File: src/rtl/rx_capture_ctrl.sv
// rx_capture_ctrl
// Writes one window of received video into the capture BRAM. An ARM request
// waits for the next frame start (rising O_VS), then every qualifying visible
// pixel is written as one byte at consecutive addresses from 0. Completion is
// reported on DONE. TRUNC is set if a frame edge ended the capture early.
//
// Ports
//   O_CLK       in   pixel clock, rising edge
//   RESET_N     in   asynchronous active-low reset
//   ENABLE      in   block enable; low aborts any capture
//   ARM         in   one-cycle capture request (ignored while BUSY)
//   WIN_Y       in   first captured line, latched when ARM is accepted
//   O_VS        in   vertical sync, rising edge = frame start
//   O_VISIBLE   in   current pixel is visible
//   O_X, O_Y    in   current pixel column / row
//   VIDEO       in   pixel sample, VIDEO[9:2] is stored
//   BRAM_ADDR   out  write address
//   BRAM_DIN    out  write data
//   BRAM_WE     out  write strobe
//   BUSY        out  waiting for a frame or capturing
//   DONE        out  capture finished, held until the next accepted ARM
//   TRUNC       out  last capture was cut short by a frame edge
//
// state        | meaning
// S_IDLE       | no capture requested
// S_WAIT_FRAME | armed, waiting for the next rising O_VS
// S_CAPTURE    | writing qualifying pixels
// S_DONE       | capture complete (DONE=1), waiting for a new ARM
module rx_capture_ctrl #(
  parameter int LINE_WIDTH = 576,
  parameter int NUM_LINES  = 28,
  parameter int ADDR_W     = 14,
  parameter int DEPTH      = 16384
) (
  input  logic              O_CLK,
  input  logic              RESET_N,
  input  logic              ENABLE,
  input  logic              ARM,
  input  logic [8:0]        WIN_Y,
  input  logic              O_VS,
  input  logic              O_VISIBLE,
  input  logic [9:0]        O_X,
  input  logic [8:0]        O_Y,
  input  logic [9:0]        VIDEO,
  output logic [ADDR_W-1:0] BRAM_ADDR,
  output logic [7:0]        BRAM_DIN,
  output logic              BRAM_WE,
  output logic              BUSY,
  output logic              DONE,
  output logic              TRUNC
);

  localparam int CAP_LEN  = LINE_WIDTH * NUM_LINES;
  // The capture ends at whichever comes first: the full window or the BRAM end.
  localparam int LAST_IDX = (CAP_LEN < DEPTH) ? CAP_LEN - 1 : DEPTH - 1;
  localparam int CNT_W    = ADDR_W + 1;

  localparam logic [CNT_W-1:0] LAST_CNT = CNT_W'(LAST_IDX);
  localparam logic [9:0]       LW       = 10'(LINE_WIDTH);
  localparam logic [9:0]       NL       = 10'(NUM_LINES);

  typedef enum logic [1:0] {
    S_IDLE,
    S_WAIT_FRAME,
    S_CAPTURE,
    S_DONE
  } state_t;

  state_t            state_q;
  logic              vs_q;
  logic [8:0]        win_q;
  logic [CNT_W-1:0]  wr_cnt_q;
  logic [ADDR_W-1:0] addr_q;
  logic [7:0]        din_q;
  logic              we_q;
  logic              busy_q;
  logic              done_q;
  logic              trunc_q;

  logic              vs_rise;
  logic [9:0]        win_end;
  logic              in_window;
  logic              qual;
  logic              last_write;
  logic [CNT_W-1:0]  wr_cnt_d;
  logic              unused_video_lsbs;

  assign vs_rise    = O_VS & ~vs_q;
  // 10-bit window end so a window starting near line 511 cannot wrap.
  assign win_end    = {1'b0, win_q} + NL;
  assign in_window  = (O_Y >= win_q) && ({1'b0, O_Y} < win_end);
  assign qual       = O_VISIBLE && (O_X < LW) && in_window;
  assign last_write = (wr_cnt_q == LAST_CNT);
  assign wr_cnt_d   = wr_cnt_q + CNT_W'(1);

  assign unused_video_lsbs = ^VIDEO[1:0];

  always_ff @(posedge O_CLK or negedge RESET_N) begin
    if (!RESET_N) begin
      state_q  <= S_IDLE;
      vs_q     <= 1'b0;
      win_q    <= '0;
      wr_cnt_q <= '0;
      addr_q   <= '0;
      din_q    <= '0;
      we_q     <= 1'b0;
      busy_q   <= 1'b0;
      done_q   <= 1'b0;
      trunc_q  <= 1'b0;
    end else begin
      vs_q <= O_VS;
      we_q <= 1'b0;
      if (!ENABLE) begin
        // Abort: pipeline flushed, DONE/TRUNC left as they were.
        state_q <= S_IDLE;
        busy_q  <= 1'b0;
      end else begin
        case (state_q)
          S_IDLE, S_DONE: begin
            if (ARM) begin
              state_q  <= S_WAIT_FRAME;
              win_q    <= WIN_Y;
              wr_cnt_q <= '0;
              done_q   <= 1'b0;
              trunc_q  <= 1'b0;
              busy_q   <= 1'b1;
            end
          end
          S_WAIT_FRAME: begin
            // vs_q was refreshed on the accepting edge, so a frame edge
            // coincident with ARM is never seen here.
            if (vs_rise) begin
              state_q <= S_CAPTURE;
            end
          end
          S_CAPTURE: begin
            if (vs_rise) begin
              state_q <= S_DONE;
              done_q  <= 1'b1;
              trunc_q <= 1'b1;
              busy_q  <= 1'b0;
            end else if (qual) begin
              we_q     <= 1'b1;
              addr_q   <= wr_cnt_q[ADDR_W-1:0];
              din_q    <= VIDEO[9:2];
              wr_cnt_q <= wr_cnt_d;
              // The final byte is still presented on the cycle DONE rises.
              if (last_write) begin
                state_q <= S_DONE;
                done_q  <= 1'b1;
                busy_q  <= 1'b0;
              end
            end
          end
          default: begin
            state_q <= S_IDLE;
            busy_q  <= 1'b0;
          end
        endcase
      end
    end
  end

  assign BRAM_ADDR = addr_q;
  assign BRAM_DIN  = din_q;
  assign BRAM_WE   = we_q;
  assign BUSY      = busy_q;
  assign DONE      = done_q;
  assign TRUNC     = trunc_q;

endmodule

File: config.mk
export PLATFORM = sky130hd
export DESIGN_NAME = rx_capture_ctrl
export DESIGN_NICKNAME = d
export VERILOG_FILES = /design/src/rtl/rx_capture_ctrl.sv
export SDC_FILE = /design/constraint.sdc
export NUM_CORES = 1
export LEC_CHECK = 0
export CORE_UTILIZATION = 55
export CTS_BUF_LIST = sky130_fd_sc_hd__clkbuf_2
export DETAILED_ROUTE_END_ITERATION = 16
export DONT_BUFFER_PORTS = 1
export PLACE_DENSITY = 0.7
export SLEW_MARGIN = 0
export SYNTH_ARGS = -nofsm -noshare
export SYNTH_HDL_FRONTEND = slang
export SYNTH_SLANG_ARGS = --single-unit
File: constraint.sdc
create_clock -name O_CLK -period 3.4 [get_ports O_CLK]
set_input_delay 0.68 -clock O_CLK [delete_from_list [all_inputs] [get_ports O_CLK]]
set_output_delay 0.68 -clock O_CLK [all_outputs]
set_load 0.005 [all_outputs]
* Yosys cells after proc, flatten, opt, wreduce, memory -nomap -nowiden
Cells that the tools add are included.
Operators by class: $add $sub $neg 2, mux-type cells 28, reductions and logical operators 13, equality and inequality tests 15, div/mod/pow operators 0, shifts and indexed selects 0, $lt $le $gt $ge 3, multipliers 0, bitwise logic cells 3
Operators by type and width (count):
- $mux 15 | 3
- $pmux 15 s2 | 1
- $reduce_and 4->1 | 4
- $add 15x1->15 const B | 1
- $eq 15x14->1 const B | 1
- $mux 1 | 14
- $mux 2 | 6
- $ne 3x3->1 const B | 4
- $add 9x5->10 const B | 1
- $lt 10x10->1 const B | 1
- $lt 9x10->1 | 1
- $reduce_and 5->1 | 2
- $ge 9x9->1 | 1
- $ne 2x2->1 const B | 4
- $ne 4x4->1 const B | 2
- $pmux 1 s2 | 3
- $pmux 2 s3 | 1
- $eq 2x2->1 const B | 2
- $logic_and 1x1->1 | 3
- $ne 3x1->1 const B | 1
- $reduce_and 3->1 | 1
- $eq 2x1->1 const B | 1
- $logic_not 2->1 | 1
- $not 1->1 | 2
- other kinds (3) | 3
Word-level totals: flip-flop bits (word level) 53, RAM bits 0, word-level logic and storage cells 74, bits of input ports 44, memories 0, bits in latches 0, ROM bits 0, output and inout bits 26

* Depth between registers and ports, before layout
Gate-level depths: netlist of run 1.
depth after elaboration 8, depth in mapped cells 13, depth with buffers taken out 12

* Least setup slack after synthesis of run 1
Ideal clock, no wire load.
kind register -> register, start register win_q[2], end register din_q[1] (netlist: BRAM_DIN[1]), data arrival time 2.777 ns, setup slack 0.498 ns, cell stages (with the launch flop) 10, library setup time 0.125 ns, buffers on the path 1, required time 3.275 ns, period minus slack after synthesis 2.902 ns, cell sequence dfrtp_1 > o311ai_1 > xnor2_1 > ha_1 > a2111oi_0 > o31ai_1 > o211a_2 > a2111oi_4 > buf_2 > mux2_2
On the way: longest elaborated chain between the ends 5, elaborated cells between the ends (all ways) 6, classes of those cells 1 x add/sub; 2 x order compare; 3 x reduce/logical
RTL lines:
- start, declared | RTL line 71 | logic [8:0] win_q;
- start signal, assigned | RTL line 102 | win_q <= '0;
- start signal, assigned | RTL line 122 | win_q <= WIN_Y;
- $add 9x5->10 | RTL line 90 | assign win_end = {1'b0, win_q} + NL;
- $lt 9x10->1 | RTL line 91 | assign in_window = (O_Y >= win_q) && ({1'b0, O_Y} < win_end);
- $logic_and 1x1->1 * | RTL line 91
- $logic_and 1x1->1 * | RTL line 92 | assign qual = O_VISIBLE && (O_X < LW) && in_window;
- $reduce_and 4->1 (no line) *
- end signal, assigned | RTL line 145 | din_q <= VIDEO[9:2];
- end, declared | RTL line 74 | logic [7:0] din_q;
Every way passes the cells marked *; elsewhere a longest branch is shown, timed or not. A chain may end at the register's enable or synchronous reset.

* Worst setup path after layout of run 1
start register win_q[2], end register wr_cnt_q[7]
On the way: longest elaborated chain between the ends 6, elaborated cells between the ends (all ways) 7, classes of those cells 1 x add/sub; 2 x order compare; 1 x eq/ne; 3 x reduce/logical
RTL lines:
- $add 9x5->10 | RTL line 90
- $lt 9x10->1 | RTL line 91
- $logic_and 1x1->1 * | RTL line 91
- $logic_and 1x1->1 * | RTL line 92
- $ne 2x2->1 (no line) *
- $reduce_and 5->1 (no line) *
- end signal, assigned | RTL line 146 | wr_cnt_q <= wr_cnt_d;
- end, declared | RTL line 72 | logic [CNT_W-1:0] wr_cnt_q;
Marked as above.

==> metrics.txt, run 1 <==
core box area 5170 um2; EDFF count, synth 0; WS Path Type flip-flop to flip-flop; worst slew pin tran 0.835 ns; CP delay by family, top compound AO/OA/AOI/OAI gates; total gr overflow 0; FFs w/ async S/R, synth 100%; syn avg cell area 10.6 um2; initial antenna violation count 0; Synth area leader dfrtp_1; commonest cells after routing, fill and taps aside dfrtp_1, mux2_2, nand2_1, ha_1, a21oi_1; die area 5740 um2; post-synthesis sequential area ratio 44.4%; top post-synthesis cells by area dfrtp_1, mux2_2, ha_1; Required @ worst endpoint 3.80 ns; nature of the critical path startpoint flip-flop; final worst clock skew 0.00881 ns; Starting Density 57.8%; DP Area 3070 um2; synthesized area 2990 um2; DRT Wirelength 5890 um; crit path max-delay cell type or4_1; vias in the first global route 1992; CTS clk-pin slew, worst paths 0.26 ns; vias per inst 6.00; crit end category flip-flop; Root Driver clkbuf_2; CTS tree done; H-tree depth 2; GRT Util Overall 21.2%; internal power 0.00124 W; CP max FO 5; DRC 0; Slew Limit Headroom 44.4%; CP max stage delay 0.53 ns; Switching Fraction 41.7%; worst-path cell chain inv_1, ha_1, nand2_1, nand2_1, xnor2_1, ha_1, a211oi_1, o211ai_1, o211a_2, a2111o_2, or4_1, a21oi_1; diodes inserted 0; Hold Crit Class primary input to asynchronous set/reset pin; Clock Latency Late Sink 0.44 ns; share of post-route cells with drive strength above 1 18.4%; IO Count 70; sequential power share 40.5%; MaxCap Viol Count 0; Crit Reg-Reg Startpoint win_q[2]$_DFFE_PN0P_; Pwr Density 668 nW/um2; largest net degree at the start of global routing 54; final critical-path setup slack 0.135 ns; Slew Viols, Final 0; Final min period 3.27 ns; most common cell after layout, fill and taps aside dfrtp_1; Fill cells 419; Final Setup Violations 0; Worst Setup SP win_q[2]$_DFFE_PN0P_; Cell variety after synth 45; DP HPWL 4160 um; outcome finished, final reports clean; total clock sinks 53; FF+latch count, synth 53; I/O Buffers 0; Die X 75.7 um; Worst EP arrival 3.66 ns; TNS Setup 0 ns; DR pass1 iterations 4; Yosys top cell area share 44.4%; worst slack, placed 0.0312 ns; Area Growth Syn to Fin 6.61%; synth warn 0; deepest clock path buffer count 2; Hold Vio Cnt, Final 0; Std-Cell Rows 26; via count 2149; Worst Path Buf+Inv 1; period utilisation layout 96.0%; max frequency 306 MHz; combinational power share 47.6%; Final Core Density 61.6%; GPL Wtd Cong 0.816; Power Total 0.00213 W; total CTS buffers 5; ys flop type dfrtp_1; net count after synthesis 346; WL/cell 16.5 um; Worst VDD drop 0.402 mV; # nets final 352; DRT iter0 DRCs 113; Syn Inst Count 281; Clk pwr share 11.9%; Final ANT Viol Nets 0; Sw Pwr 0.000888 W; first-pass GRT wire length 9000 um; Finished Cell Area 3190 um2; Pleak 1.42 nW; die height 75.7 um; RSZ-0062 raised after global routing no
kinds of logic after synthesis:
kind of cell / Yosys count / synth area share (%)
multiplexers: 33 / 12.4
flip-flops: 53 / 44.4
XOR/XNOR: 5 / 1.46
buffers and inverters: 28 / 3.97
adder cells (fa/ha/maj): 21 / 8.79
AND/OR/NAND/NOR: 76 / 13.6
AO/OA/AOI/OAI: 65 / 15.5
sequential cells by signal, indices dropped and copies added, names as in the netlist:
signal,flops
wr_cnt_q,15
BRAM_ADDR,14
win_q,9
BRAM_DIN,8
state_q,2
BRAM_WE,1
BUSY,1
DONE,1
TRUNC,1
vs_q,1
per-stage QoR:
stage,hold WS (ns),instances
detailed placement,0.385,345
global route,0.00380,358
floorplan,0.384,281
finish,0.0353,358
global placement,0.386,345
CTS,0.0174,354
synth_stat cells (4+ instances only):
library cell	number
a21oi_1	20
a31o_2	4
clkbuf_1	5
dfrtp_1	53
ha_1	21
inv_1	19
mux2_1	6
mux2_2	26
nand2_1	21
nand2b_1	6
nand3_1	7
nand4_1	7
nor2_1	10
nor3_1	4
o211ai_1	6
o21ai_0	10
o31ai_1	5
or3_1	5
or4_1	4
xnor2_1	5
cell type report:
type / instances / area, um2 / area share (%)
sequential: 53 / 1330 / 41.6
inverter: 19 / 71.3 / 2.24
multi-input combinational: 201 / 1570 / 49.3
timing repair buffer: 7 / 85.1 / 2.67
tap: 70 / 87.6 / 2.75
clock buffer: 5 / 25.0 / 0.785
clock inverter: 3 / 21.3 / 0.667
per-layer routing:
layer  share of wire, %  GRT usage (%)
met2                 47           33.2
met3                6.3           5.42
met4                2.5           8.64
met1                 45           28.1
met5                  0              0
worst paths after layout:
path,depth (start not counted),slack (ns),to
setup / recovery,12,0.13,wr_cnt_q[7]$_DFFE_PN0P_
hold / removal,1,0.04,BRAM_ADDR[11]$_DFFE_PN0P_
setup reg to reg,12,0.13,wr_cnt_q[7]$_DFFE_PN0P_
hold reg to reg,1,0.55,BRAM_ADDR[10]$_DFFE_PN0P_
max in group asynchronous,1,3.14,win_q[2]$_DFFE_PN0P_
min in group O_CLK,0,0.22,vs_q$_DFF_PN0_
power by group through the flow:
| stage | combinational, W | sequential, W | clock, W |
|---|---|---|---|
| 2_1_floorplan | 0.000776 | 0.000843 | 0 |
| 3_3_place_gp | 0.000909 | 0.000868 | 0 |
| 3_5_place_dp | 0.000933 | 0.000874 | 0 |
| 4_1_cts | 0.000959 | 0.000865 | 0.000266 |
| 5_1_grt | 0.00115 | 0.000885 | 0.000285 |
| 6_report | 0.00101 | 0.000862 | 0.000254 |
what timing repair did:
action                                  in CTS  in global routing
resized for setup                            2                  2
setup buffers                                0                  3
pin swaps                                    0                  1
hold buffers                                 1                  0
cloned                                       0                  1
endpoints found under the hold margin       53                  0
endpoints found under the setup margin       1                  4
(Power assumes the default switching activity.)
==> inputs of run 2 (changes only) <==
- HOLD_SLACK_MARGIN: not set -> 0.15
- MAX_ROUTING_LAYER: not set -> met4
==> run 2 against run 1 <==
Register-to-register slack about the same. Via count rose by 1.0%. Combinational power about the same. Utilization up 0.19 points. Critical path depth did not move. Fmax fell by 0.18%. Cell count rose by 0.28%. Cell area up 0.31%. Critical endpoint unchanged. Largest cell class unchanged.
==> metrics.txt, run 2 (synthesized netlist as in run 1, its figures left out) <==
total CTS buffers 5 (unchanged); initial antenna violation count 0 (unchanged); DRC 0 (unchanged); worst slack, placed 0.0312 ns (unchanged); max frequency 306 MHz (about the same); diodes inserted 0 (unchanged); GRT Util Overall 21.8% (was 21.2%); M1 WL 2670 um (was 2630 um); Power Total 0.00213 W (about the same); Final min period 3.27 ns (about the same); Final ANT Viol Nets 0 (unchanged); deepest clock path buffer count 2 (unchanged); most common cell after layout, fill and taps aside dfrtp_1 (unchanged); crit end category flip-flop (unchanged); CTS clk-pin slew, worst paths 0.26 ns (about the same); Slew Limit Headroom 45.4% (was 44.4%); total gr overflow 0 (unchanged); commonest cells after routing, fill and taps aside dfrtp_1, mux2_2, nand2_1, ha_1, a21oi_1 (unchanged); vias in the first global route 2004 (was 1992); area taken by multi-input logic gates 1570 um2 (unchanged); die height 75.7 um (unchanged); Max Used Layer met4 (unchanged); GPL Wtd Cong 0.828 (was 0.816); Clock Latency Late Sink 0.44 ns (about the same); outcome finished, final reports clean (unchanged); via count 2171 (was 2149); Die X 75.7 um (unchanged); total clock sinks 53 (unchanged); final worst clock skew 0.00940 ns (was 0.00881 ns); IO Count 70 (unchanged); Fill cells 418 (was 419); die area 5740 um2 (unchanged); CTS tree done (unchanged); core box area 5170 um2 (unchanged); DR pass1 iterations 4 (unchanged); # nets final 353 (was 352); Slew Viols, Final 0 (unchanged); Worst VDD drop 0.402 mV (about the same); CP max FO 5 (unchanged); Area Growth Syn to Fin 6.95% (was 6.61%); DRT Wirelength 5900 um (was 5890 um); largest net degree at the start of global routing 54 (unchanged); Top reg by flops wr_cnt_q (unchanged); Final Setup Violations 0 (unchanged); Starting Density 57.8% (unchanged); DRT iter0 DRCs 142 (was 113); WL met2 2760 um (was 2740 um); nature of the critical path startpoint flip-flop (unchanged); H-tree depth 2 (unchanged); Required @ worst endpoint 3.79 ns (was 3.80 ns); Pwr Density 667 nW/um2 (was 668 nW/um2); vias per inst 6.05 (was 6.00); worst slew pin tran 0.815 ns (was 0.835 ns); Root Driver clkbuf_2 (unchanged); Hold Crit Class primary input to flip-flop (was primary input to asynchronous set/reset pin); WS Path Type flip-flop to flip-flop (unchanged); Std-Cell Rows 26 (unchanged); Register Area 1330 um2 (unchanged); MaxCap Viol Count 0 (unchanged); period utilisation layout 96.2% (was 96.0%); share of post-route cells with drive strength above 1 18.3% (was 18.4%); max FFs per register 15 (unchanged); DP HPWL 4160 um (unchanged); routed length on met3 322 um (was 369 um); TNS Setup 0 ns (unchanged); I/O Buffers 0 (unchanged); Worst EP arrival 3.67 ns (was 3.66 ns); Pleak 1.42 nW (about the same); WL/cell 16.4 um (was 16.5 um); Hold Vio Cnt, Final 0 (unchanged); RSZ-0062 raised after global routing no (unchanged); final critical-path setup slack 0.129 ns (was 0.135 ns); first-pass GRT wire length 9000 um (about the same)
[run 2: cell types whose count changed in the layout (fill, tap and decap cells not counted)]
| cell | previous run | this run |
|---|---|---|
| dlygate4sd3_1 | 0 | 1 |
[run 2: worst paths after layout]
kind / startpoint / cells past startpoint / endpoint / slack (ns)
min reg2reg: BRAM_ADDR[10]$_DFFE_PN0P_ / 1 / BRAM_ADDR[10]$_DFFE_PN0P_ / 0.55
max in group asynchronous: RESET_N / 2 / win_q[2]$_DFFE_PN0P_ / 2.44
min in group asynchronous: RESET_N / 2 / BRAM_ADDR[11]$_DFFE_PN0P_ / 0.73
max reg2reg: win_q[2]$_DFFE_PN0P_ / 12 / wr_cnt_q[7]$_DFFE_PN0P_ / 0.13
max: win_q[2]$_DFFE_PN0P_ / 12 / wr_cnt_q[7]$_DFFE_PN0P_ / 0.13
min: O_VS / 0 / vs_q$_DFF_PN0_ / 0.22
[run 2: power breakdown]
part / internal (W) / switching (W)
Clock: 0.0000521 / 0.000201
Combinational: 0.000439 / 0.000578
Sequential: 0.000752 / 0.000110
Total: 0.00124 / 0.000889
[run 2: metrics by stage]
stage	hold WS, ns	cells	util [%]	area [um2]
4_1_cts	0.202	355	61.1	3160
2_1_floorplan	0.384	281	-	2990
5_1_grt	0.184	359	61.8	3200
6_report	0.223	359	61.8	3200
3_3_place_gp	0.386	345	59.3	3070
3_5_place_dp	0.385	345	59.3	3070
[run 2: area by class of cell]
class                      instances  area share [%]
tap                               70            2.74
sequential                        53            41.5
clock inverter                     3           0.665
timing repair buffer               8            2.97
multi-input combinational        201            49.1
clock buffer                       5           0.782
inverter                          19            2.23
[run 2: per-layer routing]
metal | GRT usage (%) | vias to the layer above
met5 | - | -
met4 | 8.64 | 0
met3 | 4.76 | 14
met2 | 33.4 | 65
met1 | 28.1 | 1036
li1 | - | 1056
[run 2: timing repair]
item / in CTS / in global routing
setup buffers: 0 / 3
hold endpoints to repair: 53 / 0
setup endpoints to repair: 1 / 4
resized for setup: 2 / 2
hold buffers: 2 / 0
pin swaps: 0 / 1
cloned: 0 / 1
[run 2: critical path: stages, from the launching register on]
cell and delay (ns):
dfrtp_1 0.49, inv_1 0.08, ha_1 0.23, nand2_1 0.09
nand2_1 0.07, xnor2_1 0.13, ha_1 0.22, a211oi_1 0.29
o211ai_1 0.18, o211a_2 0.33, a2111o_2 0.44, or4_1 0.53
a21oi_1 0.16
==> inputs of run 3 (changes only) <==
- CELL_PAD_IN_SITES_DETAIL_PLACEMENT: not set -> 1
- CELL_PAD_IN_SITES_GLOBAL_PLACEMENT: not set -> 1
- CORE_UTILIZATION: 55 -> 51
- PLACE_DENSITY: 0.7 -> not set
- PLACE_DENSITY_LB_ADDON: not set -> 0.1
==> run 3 against run 2 <==
Register-to-register slack got worse by 0.06 ns. Cell count rose by 0.56%. Clock power rose by 10%. Non-clock buffer count did not move. Hold slack got worse by 0.023 ns. Cell area rose by 0.39%. Sequential power barely moved. Utilization fell by 4.2 points. Critical endpoint is now wr_cnt_q[0]$_DFFE_PN0P_. Highest routed layer unchanged.
==> metrics.txt, run 3 (synthesized netlist as in run 1, its figures left out) <==
WS Path Type flip-flop to flip-flop (unchanged); TNS Setup 0 ns (unchanged); CTS clk-pin slew, worst paths 0.30 ns (was 0.26 ns); Final ANT Viol Nets 0 (unchanged); Worst EP arrival 3.77 ns (was 3.67 ns); nature of the critical path startpoint flip-flop (unchanged); DRC 0 (unchanged); MaxCap Viol Count 0 (unchanged); I/O Buffers 0 (unchanged); CP delay by family, top compound AO/OA/AOI/OAI gates (unchanged); Pwr Density 699 nW/um2 (was 667 nW/um2); Slew Viols, Final 0 (unchanged); Hold Vio Cnt, Final 0 (unchanged); initial antenna violation count 0 (unchanged); Sw Pwr 0.000980 W (was 0.000889 W); total gr overflow 0 (unchanged); final critical-path setup slack 0.0668 ns (was 0.129 ns); max frequency 300 MHz (was 306 MHz); WL/cell 19.8 um (was 16.4 um); Required @ worst endpoint 3.84 ns (was 3.79 ns); FF-to-FF path depth 13 (was 12); Die X 78.6 um (was 75.7 um); first-pass GRT wire length 11200 um (was 9000 um); DRT iter0 DRCs 85 (was 142); Pleak 1.42 nW (about the same); Root Driver clkbuf_2 (unchanged); Hold Path Sink vs_q$_DFF_PN0_ (unchanged); die area 6170 um2 (was 5740 um2); worst slew pin tran 0.848 ns (was 0.815 ns); internal power 0.00126 W (was 0.00124 W); outcome finished, final reports clean (unchanged); CTS tree done (unchanged); Area Growth Syn to Fin 7.36% (was 6.95%); max FFs per register 15 (unchanged); crit path max-delay cell type dfrtp_1 (was or4_1); Crit Reg-Reg Startpoint win_q[3]$_DFFE_PN0P_ (was win_q[2]$_DFFE_PN0P_); Hold Crit Class primary input to flip-flop (unchanged); Std-Cell Rows 27 (was 26); Worst Path Buf+Inv 2 (was 1); vias in the first global route 2388 (was 2004); Power Total 0.00224 W (was 0.00213 W); sequential power share 38.6% (was 40.4%); Fill cells 627 (was 418); GRT Util Overall 23.9% (was 21.8%); deepest clock path buffer count 2 (unchanged); Switching Fraction 43.7% (was 41.7%); DRT Wirelength 7140 um (was 5900 um); Worst R2R End wr_cnt_q[0]$_DFFE_PN0P_ (was wr_cnt_q[7]$_DFFE_PN0P_); DR pass1 iterations 4 (unchanged); diodes inserted 0 (unchanged); core box area 5570 um2 (was 5170 um2); IO Count 70 (unchanged); vias per inst 6.25 (was 6.05); share of post-route cells with drive strength above 1 19.0% (was 18.3%); final worst clock skew 0.0246 ns (was 0.00940 ns); CP max stage delay 0.49 ns (was 0.53 ns); GPL Wtd Cong 0.835 (was 0.828); CP max FO 6 (was 5); largest net degree at the start of global routing 54 (unchanged); worst hold start O_VS (unchanged); Starting Density 53.6% (was 57.8%); worst-path cell chain inv_1, ha_1, nand2_1, nand2_1, xnor2_1, ha_1, a2111oi_2, o31ai_1, o211a_2, a2111o_2, buf_4, or3_1, a21oi_1 (was inv_1, ha_1, nand2_1, nand2_1, xnor2_1, ha_1, a211oi_1, o211ai_1, o211a_2, a2111o_2, or4_1, a21oi_1); Slew Limit Headroom 43.2% (was 45.4%); via count 2256 (was 2171); setup slack, reg-to-reg 0.07 ns (was 0.13 ns); total clock sinks 53 (unchanged); combinational power share 48.9% (was 47.7%); worst slack, placed -0.0141 ns (was 0.0312 ns); total CTS buffers 5 (unchanged); most common cell after layout, fill and taps aside dfrtp_1 (unchanged); die height 78.6 um (was 75.7 um); DP HPWL 4950 um (was 4160 um); crit end category flip-flop (unchanged); # nets final 353 (unchanged); commonest cells after routing, fill and taps aside dfrtp_1, mux2_2, nand2_1, ha_1, a21oi_1 (unchanged); H-tree depth 2 (unchanged); Worst VDD drop 0.452 mV (was 0.402 mV); period utilisation layout 98.0% (was 96.2%); Top reg by flops wr_cnt_q (unchanged); Clk pwr share 12.5% (was 11.9%); Final Setup Violations 0 (unchanged); Final min period 3.33 ns (was 3.27 ns); hold path cells 0 (unchanged); Clock Latency Late Sink 0.48 ns (was 0.44 ns)
## run 3: cell count changes in the layout (fill, tap and decap cells not counted)
cell and delta:
a211oi_1 -1, dfrtp_1 -1, dfrtp_2 +1, clkinv_2 -1, a211oi_2 +1, clkinv_4 +1
## run 3: worst max path at each step
stage / cells past startpoint / slack [ns] / startpoint / to
after CTS: 12 / 0.02 / win_q[2]$_DFFE_PN0P_ / wr_cnt_q[7]$_DFFE_PN0P_
final: 13 / 0.07 / win_q[3]$_DFFE_PN0P_ / wr_cnt_q[0]$_DFFE_PN0P_
after detailed placement: 9 / -0.01 / win_q[2]$_DFFE_PN0P_ / wr_cnt_q[7]$_DFFE_PN0P_
after floorplan: 9 / 0.50 / win_q[2]$_DFFE_PN0P_ / BRAM_DIN[1]$_DFFE_PN0P_
after global placement: 9 / 0.12 / win_q[3]$_DFFE_PN0P_ / wr_cnt_q[7]$_DFFE_PN0P_
after global routing: 13 / -0.08 / win_q[3]$_DFFE_PN0P_ / wr_cnt_q[0]$_DFFE_PN0P_
## run 3: cell type report
cell class	instances	area [um2]	share of cell area [%]
Timing Repair Buffer	8	95.1	2.96
Inverter	19	71.3	2.22
Clock inverter	3	25.0	0.779
Multi-Input combinational cell	201	1580	49.1
Sequential cell	53	1330	41.3
Tap cell	72	90.1	2.81
Clock buffer	5	25.0	0.779
## run 3: repair_timing
item / CTS / global route
hold endpoints to repair: 53 / 0
buffers inserted: 0 / 2
endpoints found under the setup margin: 1 / 7
resized for setup: 2 / 4
pin swaps: 0 / 1
cloned: 0 / 1
hold buffers: 2 / 0
## run 3: metrics by stage
| step | util (%) | cells | hold WS, ns | cell area (um2) |
|---|---|---|---|---|
| after global routing | 57.6 | 361 | 0.178 | 3210 |
| after CTS | 56.9 | 358 | 0.183 | 3170 |
| after global placement | 55.2 | 348 | 0.386 | 3080 |
| after detailed placement | 55.2 | 348 | 0.386 | 3080 |
| after floorplan | - | 281 | 0.384 | 2990 |
| final | 57.6 | 361 | 0.200 | 3210 |
## run 3: layer usage
metal  up-vias  track usage, %  share of wire, %
met5         -               -                 0
met4         0            6.48               1.3
met3        10            4.77               4.4
met2        52            39.9                51
met1      1140            29.5                43
li1       1054               -                 -
## run 3: power by group through the flow
stage / registers, W / clock network (W) / logic [W]
detailed placement: 0.000874 / 0 / 0.000992
finish: 0.000865 / 0.000280 / 0.00110
floorplan: 0.000843 / 0 / 0.000776
global route: 0.000883 / 0.000300 / 0.00123
global placement: 0.000866 / 0 / 0.000945
CTS: 0.000865 / 0.000284 / 0.00102
